==> src/rtl/light_pkg.sv <==
// Shared types and default timing constants for the light controller slice.
package light_pkg;

  typedef enum logic [1:0] {
    MANUAL_OFF,
    MANUAL_ON,
    AUTO_IDLE,
    AUTO_ON
  } light_state_t;

  localparam int unsigned DEF_AUTO_SHUTDOWN_T = 30000;
  localparam int unsigned DEF_WARN_T          = 5000;
  localparam int unsigned DEF_BLINK_P         = 500;

endpackage

==> src/rtl/light_timer.sv <==
// Idle counter for AUTO_ON: saturating 16-bit count, timeout compare and,
// with LIGHT_CTRL_WARN_BLINK_EN defined, the pre-off warning blink generator.
module light_timer
  import light_pkg::*;
#(
  parameter int unsigned AUTO_SHUTDOWN_T = DEF_AUTO_SHUTDOWN_T
`ifdef LIGHT_CTRL_WARN_BLINK_EN
  ,
  parameter int unsigned WARN_T          = DEF_WARN_T,
  parameter int unsigned BLINK_P         = DEF_BLINK_P
`endif
) (
  input  logic clk,
  input  logic rst,
  input  logic en,       // staying in AUTO_ON across this edge
  input  logic clr,      // presence seen this cycle
  output logic expired
`ifdef LIGHT_CTRL_WARN_BLINK_EN
  ,
  output logic blank     // lamp dark during this warning cycle
`endif
);

  localparam logic [15:0] LAST = 16'(AUTO_SHUTDOWN_T - 1);

  logic [15:0] count;

  // Saturates at LAST; any state change or presence restarts from zero.
  always_ff @(posedge clk) begin
    if (rst || !en || clr) begin
      count <= '0;
    end else if (count != LAST) begin
      count <= count + 16'd1;
    end
  end

  assign expired = (count == LAST);

`ifdef LIGHT_CTRL_WARN_BLINK_EN
  localparam logic [15:0] WARN_START = 16'(AUTO_SHUTDOWN_T - WARN_T);
  localparam logic [15:0] BLINK_LAST = 16'(BLINK_P - 1);

  logic [15:0] blink_cnt;
  logic        blink_lvl;
  logic        warn;

  assign warn = (count >= WARN_START);

  // Held cleared outside the window so the first warning cycle starts dark.
  always_ff @(posedge clk) begin
    if (rst || !en || clr || !warn) begin
      blink_cnt <= '0;
      blink_lvl <= 1'b0;
    end else if (blink_cnt == BLINK_LAST) begin
      blink_cnt <= '0;
      blink_lvl <= ~blink_lvl;
    end else begin
      blink_cnt <= blink_cnt + 16'd1;
    end
  end

  assign blank = warn && !blink_lvl;
`endif

endmodule

==> src/rtl/light_controller.sv <==
// Room light controller: manual/auto mode FSM with presence timeout.
// Optional pre-off warning blink enabled by macro LIGHT_CTRL_WARN_BLINK_EN.
module light_controller
  import light_pkg::*;
#(
  parameter int unsigned AUTO_SHUTDOWN_T = DEF_AUTO_SHUTDOWN_T,
  parameter int unsigned WARN_T          = DEF_WARN_T,
  parameter int unsigned BLINK_P         = DEF_BLINK_P
) (
  input  logic clk,
  input  logic rst,
  input  logic a,
  input  logic b,
  input  logic presence,
  input  logic dark,
  output logic led,
  output logic mode_auto
);

  if (AUTO_SHUTDOWN_T < 1 || AUTO_SHUTDOWN_T > 65535) begin : g_bad_shutdown
    $error("AUTO_SHUTDOWN_T out of range");
  end
  if (WARN_T >= AUTO_SHUTDOWN_T) begin : g_bad_warn
    $error("WARN_T must be below AUTO_SHUTDOWN_T");
  end
  if (BLINK_P < 1 || BLINK_P > 65535) begin : g_bad_blink
    $error("BLINK_P out of range");
  end

  light_state_t state, state_next;
  logic         expired;
  logic         timer_en;

  // NOTE: registers use non-blocking assignment so every flop samples
  // pre-edge values regardless of process ordering.
  always_ff @(posedge clk) begin
    if (rst) state <= MANUAL_OFF;
    else     state <= state_next;
  end

  // NOTE: state_next gets a default before the case so no path leaves it
  // unassigned, which would otherwise infer a latch.
  always_comb begin
    state_next = state;
    unique case (state)
      MANUAL_OFF: if (a) state_next = AUTO_IDLE;
                  else if (b) state_next = MANUAL_ON;
      MANUAL_ON:  if (a) state_next = AUTO_IDLE;
                  else if (b) state_next = MANUAL_OFF;
      AUTO_IDLE:  if (a) state_next = MANUAL_OFF;
                  else if (presence && dark) state_next = AUTO_ON;
      AUTO_ON:    if (a) state_next = MANUAL_OFF;
                  else if (expired && !presence) state_next = AUTO_IDLE;
    endcase
  end

  assign timer_en = (state == AUTO_ON) && (state_next == AUTO_ON);

`ifdef LIGHT_CTRL_WARN_BLINK_EN
  logic blank;

  light_timer #(
    .AUTO_SHUTDOWN_T(AUTO_SHUTDOWN_T),
    .WARN_T         (WARN_T),
    .BLINK_P        (BLINK_P)
  ) u_timer (
    .clk    (clk),
    .rst    (rst),
    .en     (timer_en),
    .clr    (presence),
    .expired(expired),
    .blank  (blank)
  );

  assign led = (state == MANUAL_ON) || ((state == AUTO_ON) && !blank);
`else
  light_timer #(
    .AUTO_SHUTDOWN_T(AUTO_SHUTDOWN_T)
  ) u_timer (
    .clk    (clk),
    .rst    (rst),
    .en     (timer_en),
    .clr    (presence),
    .expired(expired)
  );

  assign led = (state == MANUAL_ON) || (state == AUTO_ON);
`endif

  assign mode_auto = (state == AUTO_IDLE) || (state == AUTO_ON);

endmodule

==> config.mk <==
export PLATFORM = sky130hd
export DESIGN_NAME = light_controller
export DESIGN_NICKNAME = d
export VERILOG_FILES = /design/src/rtl/light_pkg.sv /design/src/rtl/light_timer.sv /design/src/rtl/light_controller.sv
export SDC_FILE = /design/constraint.sdc
export NUM_CORES = 1
export LEC_CHECK = 0
export ABC_AREA = 1
export ABC_CLOCK_PERIOD_IN_PS = 1850
export CAP_MARGIN = 20
export CORE_UTILIZATION = 50
export DETAILED_ROUTE_END_ITERATION = 10
export GPL_ROUTABILITY_DRIVEN = 0
export HOLD_SLACK_MARGIN = 0.1
export PLACE_DENSITY = 0.73
export SETUP_SLACK_MARGIN = 0.3
export SYNTH_ARGS = -nofsm -noshare
export SYNTH_HDL_FRONTEND = slang
export SYNTH_HIERARCHICAL = 1
export SYNTH_SLANG_ARGS = --single-unit
export TNS_END_PERCENT = 100
==> constraint.sdc <==
create_clock -name clk -period 1.85 [get_ports clk]
set_clock_uncertainty 0.05 [all_clocks]
set_input_delay 0.185 -clock clk [delete_from_list [all_inputs] [get_ports clk]]
set_output_delay 0.185 -clock clk [all_outputs]
set_load 0.02 [all_outputs]
==> reports/results.tsv <==
metric	value	unit
via/cell ratio	4.93	
row count	15	
die height	47.1	um
antenna violations before repair	0	
clock root buffer master	clkbuf_4	
Setup Viol. Count Final	0	
DRT iter0 DRCs	19	
Max Cap Viol	0	
Syn Inst Count	152	
Arr. time, crit path	1880	ps
Avg WL per Cell	11.4	um
worst-path cell chain	ha_4, nand3_4, or2_4, nor3_2, inv_1, nand3_1, nand2_1, nand2_2, nor2_1, inv_1, nor3_4, buf_6, inv_8, a21oi_2	
width of the chip	47.1	um
GR Util met1	28.4	%
Synth cell types	25	
Worst-path clk slew	100	ps
num ports	8	
grt total ovfl	0	
first drt pass iteration count	4	
share of power burned in combinational logic	5.3	%
sw power	132	uW
gr usage total	23.1	%
cell mode on critical path	inv_1	
final worst-path cycle share	95.1	%
DRC Markers	0	
H-tree levels	1	
worst slew pin tran	206	ps
worst hold path type	reg -> reg	
Fillers	155	
Slew Viols, Final	0	
CP max stage cell	dfxtp_4	
WS Path Type	reg -> reg	
Worst setup SP type	flop	
synthesized area	0.00102	mm^2
Detailed Place HPWL	1590	um
nets	183	
#FFs+latches synth	18	
Seq/Total Area, Yosys	35.5	%
busiest grt layer	met2	
worst ir drop on vdd	0.395	mV
sequential share of power	63.0	%
Initial Utilization	55.8	%
Num CTS Buffers	3	
leakage dissipation	0.463	nW
clock share of power	31.7	%
Tmin final	1760	ps
RSZ-0062 raised after global routing	true	
Internal	489	uW
number of global-route vias before repair	841	
WP buf/inv	4	
status	finished clean	
DIE AREA	0.00222	mm^2
Crit path largest cell delay	370	ps
first-pass GRT wire length	3540	um
Antenna Nets Post-Route	0	
core area	0.00182	mm^2
number of synthesis warnings	6	
ratio of cells with drive above 1 in the final layout	33.1	%
port bufs	7	
Placed Instance Area	0.00117	mm^2
Routed WL	2280	um
Clock Path Buffers	2	
total power	621	uW
met2 Usage GRT	39.2	%
Required @ worst endpoint	1970	ps
cell area power density	462	mW/mm^2
clock sinks	18	
switching share of power	21.3	%
Final Hold Viols	0	
post-route cell area	0.00134	mm^2
fmax	569	MHz
Area Growth Syn to Fin	32.1	%
CP Capture Type	flop	
CP top delay family	simple AND/OR/NAND/NOR gates	
n_diodes	0	
CP max FO	5	
grt met3 use	5.00	%
via count	986	
Mapped Avg Cell Area	6.68	um^2
Hold Buf Count CTS	0	
Syn Nets	159	
worst-skew pair later-pin latency	280	ps
relative slew slack	86.1	%
pin count of the biggest net entering global routing	11	
CTS tree	done	
## cells by family (layout without fill, tap and decap cells)
group	after synthesis	in the layout	share of synthesized area, %
buf+inv	22	45	8.13
compound gates	17	17	8.74
flops	18	18	35.5
xor+xnor	3	3	2.59
fa+ha+maj	1	1	1.23
simple gates	91	91	43.8
## cell usage in the layout (no fill, tap or decap)
master / synthesis / layout
nand2_1: 38 / 34
nor2_1: 24 / 23
inv_1: 18 / 18
dfxtp_1: 18 / 12
buf_4: 0 / 11
nand3_1: 8 / 8
nand2_2: 2 / 6
a21oi_2: 1 / 6
clkdlybuf4s50_1: 0 / 5
nor2_2: 4 / 5
a21oi_1: 11 / 5
nand4_1: 4 / 4
o21ai_2: 0 / 4
dfxtp_2: 0 / 4
clkbuf_4: 0 / 3
xnor2_1: 3 / 3
nand3_2: 3 / 3
dlygate4sd2_1: 0 / 2
nor3_2: 1 / 2
dfxtp_4: 0 / 2
buf_6: 0 / 2
nor3b_1: 1 / 1
or2_2: 1 / 1
clkbuf_1: 2 / 1
inv_4: 0 / 1
nand3_4: 1 / 1
or2_4: 0 / 1
nor3_4: 1 / 1
inv_8: 0 / 1
nor2_4: 1 / 1
inv_2: 2 / 1
o21ai_0: 4 / 1
a21oi_4: 0 / 1
ha_4: 0 / 1
## repair_timing
item,4_1_cts,5_1_grt
setup buffers,5,2
resized for setup,16,18
pin swaps,3,4
setup endpoints to repair,18,16
cloned,1,0
## cell type report
| cell class | count | area [um^2] | area share (%) |
|---|---|---|---|
| Tap cell | 25 | 31.3 | 2.33 |
| Clock buffer | 4 | 26.3 | 1.96 |
| Timing Repair inverter | 1 | 6.26 | 0.466 |
| Sequential cell | 18 | 373 | 27.8 |
| Timing Repair Buffer | 20 | 173 | 12.9 |
| Inverter | 20 | 82.6 | 6.15 |
| Multi-Input combinational cell | 112 | 651 | 48.5 |
## worst paths after layout
path	from	end	slack, ps	depth (start not counted)
worst max-delay path	u_timer/count[1]	u_timer/count[2]	90	14
worst min-delay path	u_timer/count[14]	u_timer/count[14]	430	2
worst max register to register	u_timer/count[1]	u_timer/count[2]	90	14
worst min register to register	u_timer/count[14]	u_timer/count[14]	430	2
## Yosys cell counts (all sizes together)
cell type | count | area [um^2]
a21oi | 12 | 63.8
nor2 | 29 | 126
nor3 | 3 | 31.3
o21ai | 5 | 25.0
dfxtp | 18 | 360
nand2 | 40 | 155
nand4 | 4 | 25.0
nor3b | 1 | 7.51
clkbuf | 2 | 7.51
inv | 20 | 75.1
nand3 | 12 | 87.6
or2 | 2 | 12.5
xnor2 | 3 | 26.3
ha | 1 | 12.5
## metal layers
| layer | vias to the layer above | share of wire [%] |
|---|---|---|
| li1 | 525 | - |
| met1 | 437 | 46 |
| met2 | 20 | 49 |
| met3 | 4 | 3.2 |
| met4 | 0 | 1.9 |
| met5 | - | 0 |
## worst register-to-register path, stage by stage, from the launching register on
cell and delay, ps:
dfxtp_4 370, ha_4 140, nand3_4 70, or2_4 240, nor3_2 100, inv_1 50
nand3_1 70, nand2_1 60, nand2_2 70, nor2_1 40, inv_1 80, nor3_4 50
buf_6 150, inv_8 70, a21oi_2 40
## state kept, by name, indices dropped and copies added, names as in the netlist
signal,count
u_timer/count,16
state,2
## stage by stage
step / std cells / TNS [ps] / hold slack, ps / worst slack, ps / utilization (%)
finish: 200 / 0 / 426 / 91.2 / 73.7
global route: 200 / -20.0 / 442 / -7.28 / 73.7
CTS: 198 / 0 / 435 / 46.7 / 70.2
detailed placement: 188 / -78.5 / 424 / -35.3 / 64.4
global placement: 188 / 0 / 424 / 39.0 / 64.4
floorplan: 152 / 0 / 197 / 173 / -
## power groups by stage
stage / Sequential, mW / Clock, mW / Combinational, mW
5_1_grt: 0.392 / 0.232 / 0.0360
3_3_place_gp: 0.402 / 0 / 0.0339
2_1_floorplan: 0.401 / 0 / 0.0157
4_1_cts: 0.392 / 0.210 / 0.0322
3_5_place_dp: 0.402 / 0 / 0.0340
6_report: 0.391 / 0.197 / 0.0326
Note: power is estimated with default switching activity, not from simulation.
